File: config.mk
export PLATFORM = sky130hd
export DESIGN_NAME = rc4_ksa
export DESIGN_NICKNAME = d
export VERILOG_FILES = /design/src/rtl/rc4_pkg.sv /design/src/rtl/rc4_ksa.sv
export SDC_FILE = /design/constraint.sdc
export NUM_CORES = 1
export LEC_CHECK = 0
export BUFFER_PORTS_ARGS = -buffer_cell sky130_fd_sc_hd__buf_4
export CORE_MARGIN = 4
export CORE_UTILIZATION = 32
export CTS_BUF_LIST = sky130_fd_sc_hd__clkbuf_8
export DETAILED_ROUTE_END_ITERATION = 7
export PLACE_DENSITY = 0.53
export SLEW_MARGIN = 20
export SYNTH_ARGS = -nofsm -noshare
export SYNTH_HDL_FRONTEND = slang
export SYNTH_SLANG_ARGS = --single-unit
File: constraint.sdc
create_clock -name clock -period 4.65 [get_ports clock]
set_clock_uncertainty 0.05 [all_clocks]
set_input_delay 0.6975 -clock clock [delete_from_list [all_inputs] [get_ports clock]]
set_output_delay 0.6975 -clock clock [all_outputs]
set_load 0.05 [all_outputs]
File: src/rtl/rc4_pkg.sv
// Shared RC4 definitions: S RAM geometry, key length default and KSA state encoding.
package rc4_pkg;

   localparam int unsigned S_SIZE            = 256;
   localparam int unsigned KEY_BYTES_DEFAULT = 3;
   localparam int unsigned S_RD_LATENCY      = 1;

   typedef enum logic [3:0] {
      StIdle,
      StFill,
      StRdI,
      StLatchSi,
      StRdJ,
      StLatchSj,
      StWrI,
      StWrJ,
      StDone
   } ksa_state_t;

endpackage

File: src/rtl/rc4_ksa.sv
// RC4 key-scheduling: fills S with the identity permutation, then scrambles it with the key.
// Owns the single-port S RAM while busy; done hands control to the decrypt FSM.
module rc4_ksa
   import rc4_pkg::*;
#(
   parameter int unsigned KEY_BYTES = KEY_BYTES_DEFAULT
) (
   input  logic                   clock,
   input  logic                   i_reset,
   input  logic                   start,
   input  logic [8*KEY_BYTES-1:0] key,
   input  logic [7:0]             s_q,
   output logic [7:0]             s_address,
   output logic [7:0]             s_data,
   output logic                   s_wren,
   output logic                   busy,
   output logic                   done
);

   localparam int unsigned KEY_W     = 8 * KEY_BYTES;
   localparam int unsigned KIDX_W    = (KEY_BYTES > 1) ? $clog2(KEY_BYTES) : 1;
   localparam int unsigned KLSB_W    = $clog2(KEY_W);
   localparam logic [KIDX_W-1:0] KIDX_LAST = KIDX_W'(KEY_BYTES - 1);
   localparam logic [7:0]        I_LAST    = 8'(S_SIZE - 1);

   ksa_state_t        state_q, state_d;
   logic [7:0]        i_q, i_d;
   logic [7:0]        j_q, j_d;
   logic [7:0]        si_q, si_d;
   logic [7:0]        sj_q, sj_d;
   logic [KIDX_W-1:0] kidx_q, kidx_d;
   logic [KEY_W-1:0]  key_q, key_d;

   logic [KLSB_W-1:0] key_lsb;
   logic [7:0]        key_byte;

   // Key byte 0 sits in the most significant byte of the key word.
   assign key_lsb  = KLSB_W'(8 * (KEY_BYTES - 1 - int'(kidx_q)));
   assign key_byte = key_q[key_lsb +: 8];

   always_ff @(posedge clock) begin
      if (i_reset) begin
         state_q <= StIdle;
         i_q     <= '0;
         j_q     <= '0;
         si_q    <= '0;
         sj_q    <= '0;
         kidx_q  <= '0;
         key_q   <= '0;
      end else begin
         state_q <= state_d;
         i_q     <= i_d;
         j_q     <= j_d;
         si_q    <= si_d;
         sj_q    <= sj_d;
         kidx_q  <= kidx_d;
         key_q   <= key_d;
      end
   end

   always_comb begin
      state_d = state_q;
      i_d     = i_q;
      j_d     = j_q;
      si_d    = si_q;
      sj_d    = sj_q;
      kidx_d  = kidx_q;
      key_d   = key_q;
      unique case (state_q)
         StIdle: begin
            if (start) begin
               state_d = StFill;
               i_d     = '0;
               j_d     = '0;
               kidx_d  = '0;
               key_d   = key;
            end
         end
         StFill: begin
            if (i_q == I_LAST) begin
               state_d = StRdI;
               i_d     = '0;
               kidx_d  = '0;
            end else begin
               i_d = i_q + 8'd1;
            end
         end
         StRdI:     state_d = StLatchSi;
         StLatchSi: begin
            si_d    = s_q;
            j_d     = j_q + s_q + key_byte;
            state_d = StRdJ;
         end
         StRdJ:     state_d = StLatchSj;
         StLatchSj: begin
            sj_d    = s_q;
            state_d = StWrI;
         end
         StWrI:     state_d = StWrJ;
         StWrJ: begin
            i_d     = i_q + 8'd1;
            kidx_d  = (kidx_q == KIDX_LAST) ? '0 : kidx_q + KIDX_W'(1);
            state_d = (i_q == I_LAST) ? StDone : StRdI;
         end
         StDone:    state_d = StIdle;
         default:   state_d = StIdle;
      endcase
   end

   always_comb begin
      s_address = '0;
      s_data    = '0;
      s_wren    = 1'b0;
      unique case (state_q)
         StFill: begin
            s_address = i_q;
            s_data    = i_q;
            s_wren    = 1'b1;
         end
         StRdI:  s_address = i_q;
         StRdJ:  s_address = j_q;
         StWrI: begin
            s_address = i_q;
            s_data    = sj_q;
            s_wren    = 1'b1;
         end
         StWrJ: begin
            s_address = j_q;
            s_data    = si_q;
            s_wren    = 1'b1;
         end
         default: ;
      endcase
   end

   assign busy = (state_q != StIdle);
   assign done = (state_q == StDone);

endmodule
==> flow_summary_export.csv <==
group,metric,value,unit
flow_run,drv_cap,0,
global_route,grt_pass1_wl,14500,um
layout,stdcell_count,579,
placement,place_area,0.00374,mm^2
power,finalPower,1.31,mW
timing,fin_crit,3720,ps
yosys,syn_area,0.00331,mm^2
yosys,synthArstFlopShare,0,%
timing,setup_tns,0,ps
worst_setup_path,crit_fanout,12,
clock_tree,cts_sinks,62,
timing,max_freq,269,MHz
worst_setup_path,path_class,"flip-flop to flip-flop",
worst_setup_path,required,4870,ps
drt,drt_iter0_markers,174,
power,p_per_area,333,mW/mm^2
floorplanning,initial_utilization,33.4,%
timing,setup_viol_count_final,0,
timing,tightest_slew,973,ps
global_route,grt_pass1_vias,2876,
drt,post_drt_wl_per_cell,15.0,um
yosys,syn-num-nets,455,
yosys,yosys.area.top_type,"dfxtp_1",
clock_tree,post_cts_buffers,0,
floorplanning,io-pin-count,54,
yosys,synth_cell_type_count,50,
floorplanning,die_area,0.0120,mm^2
global_route,grt.overflow.total,0,
yosys,ys_warn_count,0,
floorplanning,die-width,110,um
floorplanning,rows,36,
yosys,synth_top_area_share,37.5,%
yosys,synth_area_leaders,"dfxtp_1 38%, nand2_1 11%, a21oi_1 5.9%, mux2i_1 5.1%, fa_1 4.8%",
placement,dp.final_hpwl,6320,um
layout,mostFrequentLayoutCells,"97 x nand2_1, 62 x dfxtp_1, 54 x buf_4",
placement,globalplace.congestion,0.801,
layout,final_core_util,39.7,%
layout,final_net_count,493,
yosys,syn_avg_cell_area,8.21,um^2
clock_tree,insertion_delay,340,ps
drt,vias,2883,
floorplanning,die_h,110,um
power,power.static_leakage,1.50,nW
clock_tree,clk_pin_slew,70,ps
clock_tree,ctsLongestPathBuffers,2,
worst_setup_path,start_kind,"flip-flop",
drt,remaining_drc_errors,0,
worst_setup_path,worstPathArrival,3940,ps
global_route,grt_max_degree,63,
placement,dp_cells,563,
global_route,gr-usage-all-layers,15.6,%
clock_tree,cts_hold_buf,0,
layout,drive_gt1_share,18.4,%
layout,design_area,0.00394,mm^2
drt,ant_nets,0,
layout,antenna_cells,0,
hold_path,hp-class,"flip-flop to flip-flop",
clock_tree,cts.repair.resized,0,
layout,synthToLayoutAreaGrowth,19.0,%
worst_setup_path,end_kind,"flip-flop",
status,status,"finished clean",
clock_tree,cts_tree,"yes",
yosys,seq_area_frac_synth,37.5,%
power,ir_drop,115,uV
layout,final_common_cell,"nand2_1",
drt,firstDrtPassIters,4,
clock_tree,cts_made_buffers,9,
yosys,ys_ff_latch,62,
timing,final_max_slew_viol_count,0,
drt,via_per_inst,4.98,
timing,period_share,80.1,%
timing,rsz0062_at_grt,"no",
timing,slew_headroom,35.1,%
drt,drt_wl_total,8690,um
floorplanning,core-area,0.00991,mm^2
clock_tree,clockRootBuffer,"clkbuf_8",
timing,hold_viol,0,
yosys,synth_edf_count,0,
yosys,netlist_instances,403,
yosys,synthFlopType,"dfxtp_1",
placement,io_buffers,53,
global_route,antenna_found_initial,0,
clock_tree,htreeDepth,3,
==> worst max-delay path, stage by stage (launching register included) <==
cell	delay, ps
dfxtp_1	530
inv_1	80
ha_1	560
mux2i_1	230
o21ai_0	130
fa_1	510
ha_1	190
inv_1	60
fa_1	380
nor2b_1	200
o31a_1	170
o22ai_1	90
or4_1	400
nand3_1	70
==> state kept, by name (all words and copies together), names as in the netlist <==
register  cells
key_q        24
i_q           8
j_q           8
si_q          8
sj_q          8
state_q       4
kidx_q        2
==> report_power, final <==
part | internal, mW | total, mW | switching (mW)
registers | 0.561 | 0.592 | 0.0310
logic | 0.103 | 0.271 | 0.169
clock network | 0.240 | 0.448 | 0.208
==> Yosys cell counts (2+ instances only) <==
master	instances
a31oi_1	4
o31a_1	3
nand3_1	8
a22oi_1	17
nor2b_1	2
or2_1	3
fa_1	8
nand2b_1	2
o22ai_1	2
nand2_1	98
or4_1	2
inv_1	7
a211oi_1	4
buf_6	2
o21ai_1	2
nand4b_1	3
nor4b_2	2
a21oi_1	39
or3_1	3
nor2_1	35
buf_2	7
nor3_1	3
ha_1	9
nor4_2	3
and2_1	2
dfxtp_1	62
mux2i_1	17
xor2_1	2
clkbuf_1	15
buf_4	3
o21ai_0	9
xnor2_1	7
==> worst paths after layout <==
check / slack (ps) / start / cells past startpoint / to
max: 930 / kidx_q[0] / 13 / j_q[7]
max reg2reg: 930 / kidx_q[0] / 13 / j_q[7]
min: 410 / key_q[5] / 2 / key_q[5]
min reg2reg: 410 / key_q[5] / 2 / key_q[5]
==> routing by layer <==
metal | wire (um) | GRT usage (%) | share of wire, %
met4 | 112 | 4.45 | 1.3
met5 | 0 | 0 | 0
met1 | 4080 | 21.3 | 47
met3 | 467 | 3.70 | 5.4
met2 | 4030 | 24.6 | 46
==> cell type report <==
type,instances,area (um^2)
Clock buffer,9,124
Clock inverter,7,58.8
Fill cell,1055,5970
Inverter,7,26.3
Multi-Input combinational cell,307,1920
Sequential cell,62,1240
Tap cell,133,166
Timing Repair Buffer,54,405
==> metrics by stage <==
step	hold slack (ps)	worst slack [ps]
global placement	392	1090
floorplan	386	1280
CTS	406	913
global route	429	555
detailed placement	396	952
finish	405	927
==> kinds of logic (layout without fill, tap and decap cells) <==
kind of cell / after synthesis / count (layout) / synth area share (%)
mux: 17 / 17 / 5.14
flops: 62 / 62 / 37.5
compound gates: 88 / 88 / 16.5
fa+ha+maj: 17 / 17 / 8.24
xor+xnor: 10 / 10 / 2.87
simple gates: 175 / 175 / 24.8
buf+inv: 34 / 77 / 4.91
Note: power is estimated with default switching activity, not from simulation.
